$ cat src/rtl/scale_addr_gen.sv
// scale_addr_gen: source-address sequencer for the image scaling datapath.
// Walks the destination raster for block-average, nearest-neighbour zoom
// in/out and pixel replication, streaming one linear source address per
// valid/ready transfer along with coordinate and block-boundary tags.
// All address arithmetic is incremental (bases advanced by W or f*W), and
// destination dimensions for the shrinking modes are found by repeated
// subtraction rather than division.
module scale_addr_gen #(
  parameter int DIM_W  = 10,
  parameter int ADDR_W = 20,
  parameter int FACT_W = 4
) (
  input  logic              clk,
  input  logic              rst_n,
  input  logic              start,
  input  logic              abort,
  input  logic [1:0]        mode,
  input  logic [DIM_W-1:0]  src_w,
  input  logic [DIM_W-1:0]  src_h,
  input  logic [FACT_W-1:0] factor,
  output logic [ADDR_W-1:0] addr,
  output logic              addr_valid,
  input  logic              addr_ready,
  output logic [DIM_W-1:0]  dst_row,
  output logic [DIM_W-1:0]  dst_col,
  output logic [FACT_W-1:0] sub_x,
  output logic [FACT_W-1:0] sub_y,
  output logic              blk_first,
  output logic              blk_last,
  output logic              busy,
  output logic              frame_done,
  output logic              cfg_err
);

  localparam int PW = DIM_W + FACT_W;

  localparam logic [1:0] S_IDLE  = 2'd0;
  localparam logic [1:0] S_SETUP = 2'd1;
  localparam logic [1:0] S_RUN   = 2'd2;
  localparam logic [1:0] S_DONE  = 2'd3;

  localparam logic [1:0] M_AVG  = 2'd0;
  localparam logic [1:0] M_ZIN  = 2'd1;
  localparam logic [1:0] M_ZOUT = 2'd2;
  localparam logic [1:0] M_REP  = 2'd3;

  logic [1:0]        state_reg;
  logic [1:0]        mode_reg;
  logic [DIM_W-1:0]  w_reg;
  logic [FACT_W-1:0] f_reg;
  logic [ADDR_W-1:0] fw_reg;
  logic [DIM_W-1:0]  rem_w_reg, rem_h_reg;
  logic [DIM_W-1:0]  dw_reg, dh_reg;
  logic [DIM_W-1:0]  row_reg, col_reg;
  logic [FACT_W-1:0] sub_x_reg, sub_y_reg;
  logic [FACT_W-1:0] row_ph_reg, col_ph_reg;
  logic [ADDR_W-1:0] row_base_reg;   // address of the first source line of the current output row
  logic [ADDR_W-1:0] line_base_reg;  // row_base plus sub_y*W (block-average only)
  logic [ADDR_W-1:0] col_off_reg;    // source column of the current output pixel
  logic              cfg_err_reg;

  // Start-time configuration checks; the zoom-in products double as the
  // destination dimensions and the saturation test.
  logic [PW-1:0]     prod_w, prod_h;
  logic [DIM_W-1:0]  f_in_dim;
  logic              sat;
  logic              cfg_bad;

  assign prod_w   = PW'(src_w) * PW'(factor);
  assign prod_h   = PW'(src_h) * PW'(factor);
  assign f_in_dim = DIM_W'(factor);
  assign sat      = (prod_w > PW'({DIM_W{1'b1}})) || (prod_h > PW'({DIM_W{1'b1}}));

  // Reject degenerate configurations before any state is committed.
  always_comb begin
    cfg_bad = 1'b0;
    if (factor == '0 || src_w == '0 || src_h == '0)
      cfg_bad = 1'b1;
    if ((mode == M_AVG || mode == M_ZOUT) && (f_in_dim > src_w || f_in_dim > src_h))
      cfg_bad = 1'b1;
    if (mode == M_ZIN && sat)
      cfg_bad = 1'b1;
  end

  // Raster position decode for the current address.
  logic [FACT_W-1:0] f_last;
  logic [DIM_W-1:0]  f_dim;
  logic              setup_done;
  logic              px_done, col_end, row_end, frame_end;
  logic [ADDR_W-1:0] col_step, row_step;

  assign f_last     = f_reg - 1'b1;
  assign f_dim      = DIM_W'(f_reg);
  assign setup_done = (rem_w_reg < f_dim) && (rem_h_reg < f_dim);
  assign px_done    = (mode_reg != M_AVG) || (sub_x_reg == f_last && sub_y_reg == f_last);
  assign col_end    = (col_reg == dw_reg - 1'b1);
  assign row_end    = (row_reg == dh_reg - 1'b1);
  assign frame_end  = px_done && col_end && row_end;

  // Per-mode increments applied when the raster moves to the next column or row.
  always_comb begin
    col_step = ADDR_W'(f_reg);
    row_step = fw_reg;
    case (mode_reg)
      M_ZIN: begin
        col_step = (col_ph_reg == f_last) ? ADDR_W'(1) : '0;
        row_step = (row_ph_reg == f_last) ? ADDR_W'(w_reg) : '0;
      end
      M_REP: begin
        col_step = ADDR_W'(1);
        row_step = ADDR_W'(w_reg);
      end
      default: ;
    endcase
  end

  // Frame FSM: config latch, dimension setup, raster walk and end-of-frame.
  always_ff @(posedge clk or negedge rst_n) begin
    if (!rst_n) begin
      state_reg     <= S_IDLE;
      mode_reg      <= '0;
      w_reg         <= '0;
      f_reg         <= '0;
      fw_reg        <= '0;
      rem_w_reg     <= '0;
      rem_h_reg     <= '0;
      dw_reg        <= '0;
      dh_reg        <= '0;
      row_reg       <= '0;
      col_reg       <= '0;
      sub_x_reg     <= '0;
      sub_y_reg     <= '0;
      row_ph_reg    <= '0;
      col_ph_reg    <= '0;
      row_base_reg  <= '0;
      line_base_reg <= '0;
      col_off_reg   <= '0;
      cfg_err_reg   <= 1'b0;
    end else begin
      cfg_err_reg <= start && (state_reg == S_IDLE) && cfg_bad;
      case (state_reg)
        S_IDLE: begin
          if (start && !cfg_bad) begin
            mode_reg <= mode;
            w_reg    <= src_w;
            f_reg    <= factor;
            fw_reg   <= ADDR_W'(prod_w);
            if (mode == M_AVG || mode == M_ZOUT) begin
              rem_w_reg <= src_w;
              rem_h_reg <= src_h;
              dw_reg    <= '0;
              dh_reg    <= '0;
            end else if (mode == M_ZIN) begin
              rem_w_reg <= '0;
              rem_h_reg <= '0;
              dw_reg    <= prod_w[DIM_W-1:0];
              dh_reg    <= prod_h[DIM_W-1:0];
            end else begin
              rem_w_reg <= '0;
              rem_h_reg <= '0;
              dw_reg    <= src_w;
              dh_reg    <= src_h;
            end
            row_reg       <= '0;
            col_reg       <= '0;
            sub_x_reg     <= '0;
            sub_y_reg     <= '0;
            row_ph_reg    <= '0;
            col_ph_reg    <= '0;
            row_base_reg  <= '0;
            line_base_reg <= '0;
            col_off_reg   <= '0;
            state_reg     <= S_SETUP;
          end
        end
        S_SETUP: begin
          if (abort) begin
            state_reg <= S_IDLE;
          end else if (setup_done) begin
            state_reg <= S_RUN;
          end else begin
            if (rem_w_reg >= f_dim) begin
              rem_w_reg <= rem_w_reg - f_dim;
              dw_reg    <= dw_reg + 1'b1;
            end
            if (rem_h_reg >= f_dim) begin
              rem_h_reg <= rem_h_reg - f_dim;
              dh_reg    <= dh_reg + 1'b1;
            end
          end
        end
        S_RUN: begin
          if (abort) begin
            state_reg <= S_IDLE;
          end else if (addr_ready) begin
            if (frame_end) begin
              state_reg <= S_DONE;
            end else if (mode_reg == M_AVG && sub_x_reg != f_last) begin
              sub_x_reg <= sub_x_reg + 1'b1;
            end else if (mode_reg == M_AVG && sub_y_reg != f_last) begin
              sub_x_reg     <= '0;
              sub_y_reg     <= sub_y_reg + 1'b1;
              line_base_reg <= line_base_reg + ADDR_W'(w_reg);
            end else begin
              sub_x_reg <= '0;
              sub_y_reg <= '0;
              if (!col_end) begin
                col_reg       <= col_reg + 1'b1;
                col_off_reg   <= col_off_reg + col_step;
                col_ph_reg    <= (col_ph_reg == f_last) ? '0 : col_ph_reg + 1'b1;
                line_base_reg <= row_base_reg;
              end else begin
                col_reg       <= '0;
                col_off_reg   <= '0;
                col_ph_reg    <= '0;
                row_reg       <= row_reg + 1'b1;
                row_ph_reg    <= (row_ph_reg == f_last) ? '0 : row_ph_reg + 1'b1;
                row_base_reg  <= row_base_reg + row_step;
                line_base_reg <= row_base_reg + row_step;
              end
            end
          end
        end
        default: begin
          state_reg <= S_IDLE;
        end
      endcase
    end
  end

  assign addr       = line_base_reg + col_off_reg + ADDR_W'(sub_x_reg);
  assign addr_valid = (state_reg == S_RUN);
  assign dst_row    = row_reg;
  assign dst_col    = col_reg;
  assign sub_x      = sub_x_reg;
  assign sub_y      = sub_y_reg;
  assign blk_first  = addr_valid && ((mode_reg != M_AVG) || (sub_x_reg == '0 && sub_y_reg == '0));
  assign blk_last   = addr_valid && px_done;
  assign busy       = (state_reg != S_IDLE);
  assign frame_done = (state_reg == S_DONE);
  assign cfg_err    = cfg_err_reg;

endmodule

$ cat config.mk
export PLATFORM = sky130hd
export DESIGN_NAME = scale_addr_gen
export DESIGN_NICKNAME = d
export VERILOG_FILES = /design/src/rtl/scale_addr_gen.sv
export SDC_FILE = /design/constraint.sdc
export NUM_CORES = 1
export LEC_CHECK = 0
export ABC_AREA = 1
export CORE_ASPECT_RATIO = 1.75
export CORE_MARGIN = 3
export CORE_UTILIZATION = 48
export DETAILED_ROUTE_END_ITERATION = 6
export PLACE_DENSITY = 0.66
export SLEW_MARGIN = 20
export SYNTH_ARGS = -nofsm -noshare
export SYNTH_HDL_FRONTEND = slang
export SYNTH_SLANG_ARGS = --single-unit
$ cat constraint.sdc
create_clock -name clk -period 11.1 [get_ports clk]
set_clock_uncertainty 0.2 [all_clocks]
set_input_delay 3.33 -clock clk [delete_from_list [all_inputs] [get_ports clk]]
set_output_delay 3.33 -clock clk [all_outputs]
set_load 0.05 [all_outputs]
# After elaboration in Yosys (flattened, before gate mapping)
# Index checks and enable logic that the tools add are counted.
[word_totals]
ff_bits = 169
latch_bits = 0
mem_bits_rw = 0
romBits = 0
input_bits = 31
out_inout_bits = 54
wordCells = 222
memories = 0
[classes]
add_sub_neg = 18
mul = 2
div_mod_pow = 0
n_lt_le_gt_ge = 8
n_eq_ne = 29
shifts = 0
n_mux = 104
bitwise_logic = 0
reduce_logical = 42
[op_table]
columns = ["op", "n"]
rows = [
  ["two-way mux 10 bit", 36],
  ["two-way mux 20 bit", 18],
  ["one-hot mux 10 bit (2 select lines)", 6],
  ["one-hot mux 20 bit (2 select lines)", 3],
  ["two-way mux 4 bit", 24],
  ["adder 20 bit", 3],
  ["adder 10 x 1 -> 10 bit, second input constant", 4],
  ["one-hot mux 4 bit (2 select lines)", 5],
  ["greater-than comparator 14 x 10 -> 1 bit, second input constant", 2],
  ["multiplier 10 x 4 -> 14 bit", 2],
  ["one-hot mux 14 bit (2 select lines)", 1],
  ["adder 20 x 10 -> 20 bit", 1],
  ["adder 20 x 4 -> 20 bit", 1],
  ["equality test 10 bit", 2],
  ["greater-or-equal comparator 10 x 4 -> 1 bit", 2],
  ["greater-than comparator 4 x 10 -> 1 bit", 2],
  ["zero test 10 bit", 2],
  ["< comparator 10 x 4 -> 1 bit", 2],
  ["subtractor 10 x 1 -> 10 bit, second input constant", 2],
  ["subtractor 10 x 4 -> 10 bit", 2],
  ["adder 4 x 1 -> 4 bit, second input constant", 4],
  ["equality test 4 bit", 4],
  ["!= test 2 bit, second input constant", 8],
  ["AND reduction 5 bit", 3],
  ["21 further kinds", 64],
]

# Longest topological paths before layout
[logic_depth]
word_depth = 12
mapped_depth = 32
depth_no_buf = 31

# Worst setup path before layout
# No wires, ideal clock.
[synth_path]
path_kind = "input port to flip-flop"
from = "in factor[3]"
to = "reg col_off_reg[0]"
setup_ps = 121
t_arrival_ps = 7090
required_time_ps = 10779
path_slack_ps = 3689
stages = 25
path_buffers = 4
cell_sequence = "clkbuf_1 clkbuf_1 nand2_1 fa_1 fa_1 inv_1 fa_1 nand2_1 nand3_1 nand3_1 nand2_1 nand2_1 nand2_1 inv_1 nand3_1 nor2_1 nand2_1 nand2_1 nand3_1 nand2_1 buf_4 nand2_2 buf_2 o21bai_1 nand2_1"
[synth_between]
elab_chain_cells = 10
word_cells_on_any_way = 20
classes_between = "2 x mul; 4 x order compare; 1 x eq/ne; 3 x mux; 10 x reduce/logical"
[synth_lines]
columns = ["element", "line_no", "source"]
rows = [
  ["start: declaration", "20", "input logic [FACT_W-1:0] factor,"],
  ["parallel branches: the longest is 5 deep, another holds multiplier 10 x 4 -> 14 bit", "--", ""],
  ["two-way mux 1 bit (*)", "81", "if (mode == M_ZIN && sat)"],
  ["zero test 1 bit (*)", "143", "if (start && !cfg_bad) begin"],
  ["logical AND 1 bit (*)", "143", ""],
  ["!= test 2 x 1 -> 1 bit (no source line) (*)", "--", ""],
  ["AND reduction 7 bit (no source line) (*)", "--", ""],
  ["end signal: assignment", "209", "col_off_reg <= col_off_reg + col_step;"],
  ["end: declaration", "59", "logic [ADDR_W-1:0] col_off_reg;"],
]
# Every way passes the cells marked *.
# A chain may end at the register's enable or synchronous reset.

# Final worst setup path
[layout_path]
from = "in factor[3]"
to = "reg dh_reg[3]"
[layout_between]
elab_chain_cells = 10
word_cells_on_any_way = 24
classes_between = "2 x mul; 4 x order compare; 1 x eq/ne; 7 x mux; 10 x reduce/logical"
[layout_lines]
columns = ["element", "line_no", "source"]
rows = [
  ["parallel branches: the longest is 10 deep, another holds multiplier 10 x 4 -> 14 bit", "--", ""],
  ["end signal: assignment", "157", "dh_reg <= prod_h[DIM_W-1:0];"],
  ["end signal: assignment", "162", "dh_reg <= src_h;"],
  ["end signal: assignment", "188", "dh_reg <= dh_reg + 1'b1;"],
  ["end: declaration", "53", "logic [DIM_W-1:0] dw_reg, dh_reg;"],
]
# Parallel ways; which one is timed is not known. The select of a mux whose other input is x is not followed.

==> impl.org <==
** Detailed routing
- Average vias per placed instance :: 5.45
- The detail route stage leaves a number of antenna-violating nets equal to 0.
- DRC errors left :: 7
- For this block, the routed nets add up to 54.9 mm of wire.
- Total via count after detailed routing :: 17300
- Average wire length per cell after detail routing :: 17.3 um
- Drt first pass iters :: 7
- DRC marker count from the first detailed-route iteration :: 959

** Timing
- Post-layout min period :: around 9.0 ns
- Dividing the final minimum period by the clock period gives 0.810.
- Number of max-slew violations in the final report :: 0
- The worst pin sits at a relative slew slack of 0.271.
- Total Neg Setup Slack :: 0 ns
- Unrepaired setup endpoints after global routing :: false
- Fmax :: 111 MHz
- For the pin with the worst max-slew slack, the measured transition is 1.09 ns.
- Hold timing on the final database bottoms out at a slack of 0.283 ns.
- Total setup violations reported at the end of the flow :: 0
- Fin worst setup slack :: 2.10 ns
- Fin. Hold Viols :: 0

** Die
- Die Height :: 259 um
- The floorplan step defined a core boundary enclosing 0.0361 sq mm.
- Pin placement for this block handled 85 I/O pins.
- Die W :: 151 um
- Number of rows created at floorplan :: 92
- The initial utilization of the core area, before any placement, comes to 0.487.
- The die covers 0.0391 sq mm.

** Layout
- Top library cells by usage in the layout, fill and taps aside :: 726 x nand2_1, 406 x inv_1, 257 x nor2_1
- FILL cells :: 3681
- Leaving out fill and tap cells, the most frequent cell in the layout is nand2_1.
- Count of antenna diodes in the layout :: 0
- After the last flow step, the layout net total stands at 2897.
- Of the cells placed in the final design, the portion with a size suffix greater than 1 is 0.0388.
- Once layout is complete, the cells apart from fillers number 3173.
- Share of the core filled with cells :: 0.536
- Layout-stage area growth over the synthesis result :: 10.2%

** Synth
- Synthesized netlist cell count :: 2659
- The synthesized design contains approximately 170 register bits.
- Number of distinct library cells after synthesis :: 54
- Portion of the post-synthesis area used by sequential elements :: 0.240
- Net count after synthesis :: 2866
- The mapped netlist covers 0.0176 sq mm.
- Yosys printed 0 warnings.
- Number of enable-type register cells in the synthesized netlist :: 0
- Of all flip-flops after synthesis, the portion carrying an async set or reset was 1.00.
- Each instance of the synthesized netlist takes up on average 6.62 sq um.
- Most used flip-flop cell after synthesis :: dfrtp_1

** Power and ir drop
- In this run the power density over the cells is 210 mW/mm^2.
- Peak supply drop :: 0.000147 V
- Static Leak :: 10.4 nW

** Critical path
- Data arrival time of the critical path :: 9.13 ns
- Most used cell along the critical path :: nand2_1
- CP max FO :: 34
- The critical path is of the input pin to register type.
- Slowest Stage Delay on Critical Path :: 0.88 ns
- Startpoint types :: input pin
- At the worst endpoint, the required time is 11.24 ns.
- STA classifies the critical path endpoint as a register.
- For this design, the slowest cell found on the critical path is clkdlybuf4s50_1.
- List of cells traversed by the critical path :: clkdlybuf4s50_1 > nand2_1 > inv_1 > fa_1 > inv_1 > fa_1 > inv_1 > ha_1 > nand2_1 > nor2_1 > nand3_1 > nand3_1 > nand2_1 > nand2_1 > nand2_1 > nor2_1 > nand2_1 > nand2_1 > nand3_1 > nand2_1 > nand2_1 > inv_1 > o21ai_0

** CTS
- Number of levels in the clock H-tree :: 4
- TritonCTS clock tree :: built
- Number of hold-repair buffers added at the cts stage :: 0
- Post-CTS setup buffer count :: 0
- Gates resized during post-CTS repair numbered 0.
- Counting the buffers created by CTS gives 17.
- TritonCTS Sinks :: around 170
- For the worst-skew pair, the clock arrives at the later sink with an insertion delay of 0.46 ns.
- CTS placed an instance of clkbuf_16 at the clock tree root.
- Clock slew seen by the registers of the worst setup and hold paths :: 0.07 ns
- The longest clock path from root to sink contains 2 buffers.

** Global route
- Summed over all layers, the global routing overflow is 0.
- Entering global routing, the biggest net connects 99 pins.
- The initial antenna violation count came to 0.
- The first global-routing pass estimated 87.7 mm of wire.
- GRT Util Overall :: 0.284
- Vias in the first global route :: 16900

** Placement
- Buffers placed on the I/O ports in this run total 84.
- Post-placement worst setup slack :: 1.69 ns
- Final estimated routing congestion in global placement :: 0.936
- Half-perimeter wire length after placement :: around 42 mm
- Total instance count after detailed placement :: 3141

** Min path
- The tightest min-delay check is of the register to register type.

** Run status
- Violations in the final reports :: DRC
- The run finished, with violations left.

** Flow run
- Max-cap violations in this run came to 0.
layout make-up:
cell class / count / area, sq um / area share
multi-input combinational: 1989 / 11400 / 0.588
timing repair buffer: 98 / 947 / 0.0489
clock inverter: 14 / 234 / 0.0121
tap: 470 / 588 / 0.0303
clock buffer: 18 / 429 / 0.0221
sequential: 169 / 4230 / 0.218
inverter: 415 / 1560 / 0.0805
cells in the mapped netlist, types with 2 or more instances:
library cell  count  share of area
nand4_1          39          0.014
clkinv_1          2        0.00043
a2bb2oi_1         2         0.0010
o22ai_1           7         0.0025
a22oi_1          19         0.0081
nand3_4           2         0.0020
o31ai_1           2        0.00085
nor2_1          258          0.055
xnor2_1          32          0.016
nand3_2          23          0.013
o21ai_0         133          0.038
a31oi_1           4         0.0014
nor2_4            3         0.0019
a21oi_1         101          0.029
nand3b_1          6         0.0026
nor3b_1           8         0.0034
nand3_1         210          0.060
nor3_1           40          0.011
nand2_1         727           0.16
dfrtp_1         169           0.24
clkbuf_1         44         0.0094
buf_6             7         0.0045
fa_1             42          0.048
or2_2             8         0.0028
a21boi_0          2        0.00085
buf_1             4        0.00085
xor2_1           65          0.032
nand2_2           2        0.00071
nor2_2            6         0.0021
ha_1            134          0.095
buf_2            27         0.0077
a21o_1            4         0.0017
o21bai_1         81          0.035
inv_1           406          0.087
inv_2             6         0.0013
buf_4             4         0.0017
nor4_1           10         0.0036
a32oi_1           4         0.0020
kinds of logic (layout without fill, tap and decap cells):
group,count (synthesis),count (layout),synth area share
simple gates,1347,1347,0.330
compound gates,368,368,0.124
fa+ha+maj,176,176,0.143
buf+inv,501,545,0.113
flops,169,169,0.240
xor+xnor,98,98,0.0492
worst max-delay path, delay by kind of cell:
family	cells	cell delay, ns
buffers and inverters	5	1.45
AND/OR/NAND/NOR	14	2.75
AO/OA/AOI/OAI	1	0.11
adder cells (fa/ha/maj)	3	1.47
where the power goes:
part	total, mW	internal, mW	switching [mW]	leakage (nW)
logic	2.42	0.736	1.69	7.83
clock network	0.694	0.406	0.288	0.317
registers	0.963	0.764	0.199	2.27
metal layers:
| metal | track usage | vias to the layer above | routed length [um] |
|---|---|---|---|
| met3 | 0.0255 | 149 | 1760 |
| met1 | 0.310 | 8119 | 20700 |
| li1 | - | 8550 | - |
| met4 | 0.178 | 0 | 3670 |
| met5 | 0 | - | 0 |
| met2 | 0.519 | 477 | 28800 |
path summary, 6_finish.rpt:
kind / start / endpoint / slack [ns] / cells after the start
hold / removal: fw_reg[0] / fw_reg[0] / 0.28 / 2
setup / recovery: factor[3] / dh_reg[3] / 2.10 / 23
setup reg to reg: f_reg[0] / line_base_reg[12] / 5.50 / 29
min in group asynchronous: rst_n / row_base_reg[19] / 2.80 / 1
max in group asynchronous: rst_n / dst_row[8] / 6.33 / 2
hold reg to reg: fw_reg[0] / fw_reg[0] / 0.28 / 2
through the flow:
| stage | power [mW] | instance area [sq um] |
|---|---|---|
| 3_3_place_gp | 3.33 | 18700 |
| 4_1_cts | 4.08 | 19400 |
| 6_report | 4.08 | 19400 |
| 2_1_floorplan | 2.71 | 17600 |
| 3_5_place_dp | 3.37 | 18700 |
| 5_1_grt | 4.41 | 19400 |
Note: power is estimated with default switching activity, not from simulation.
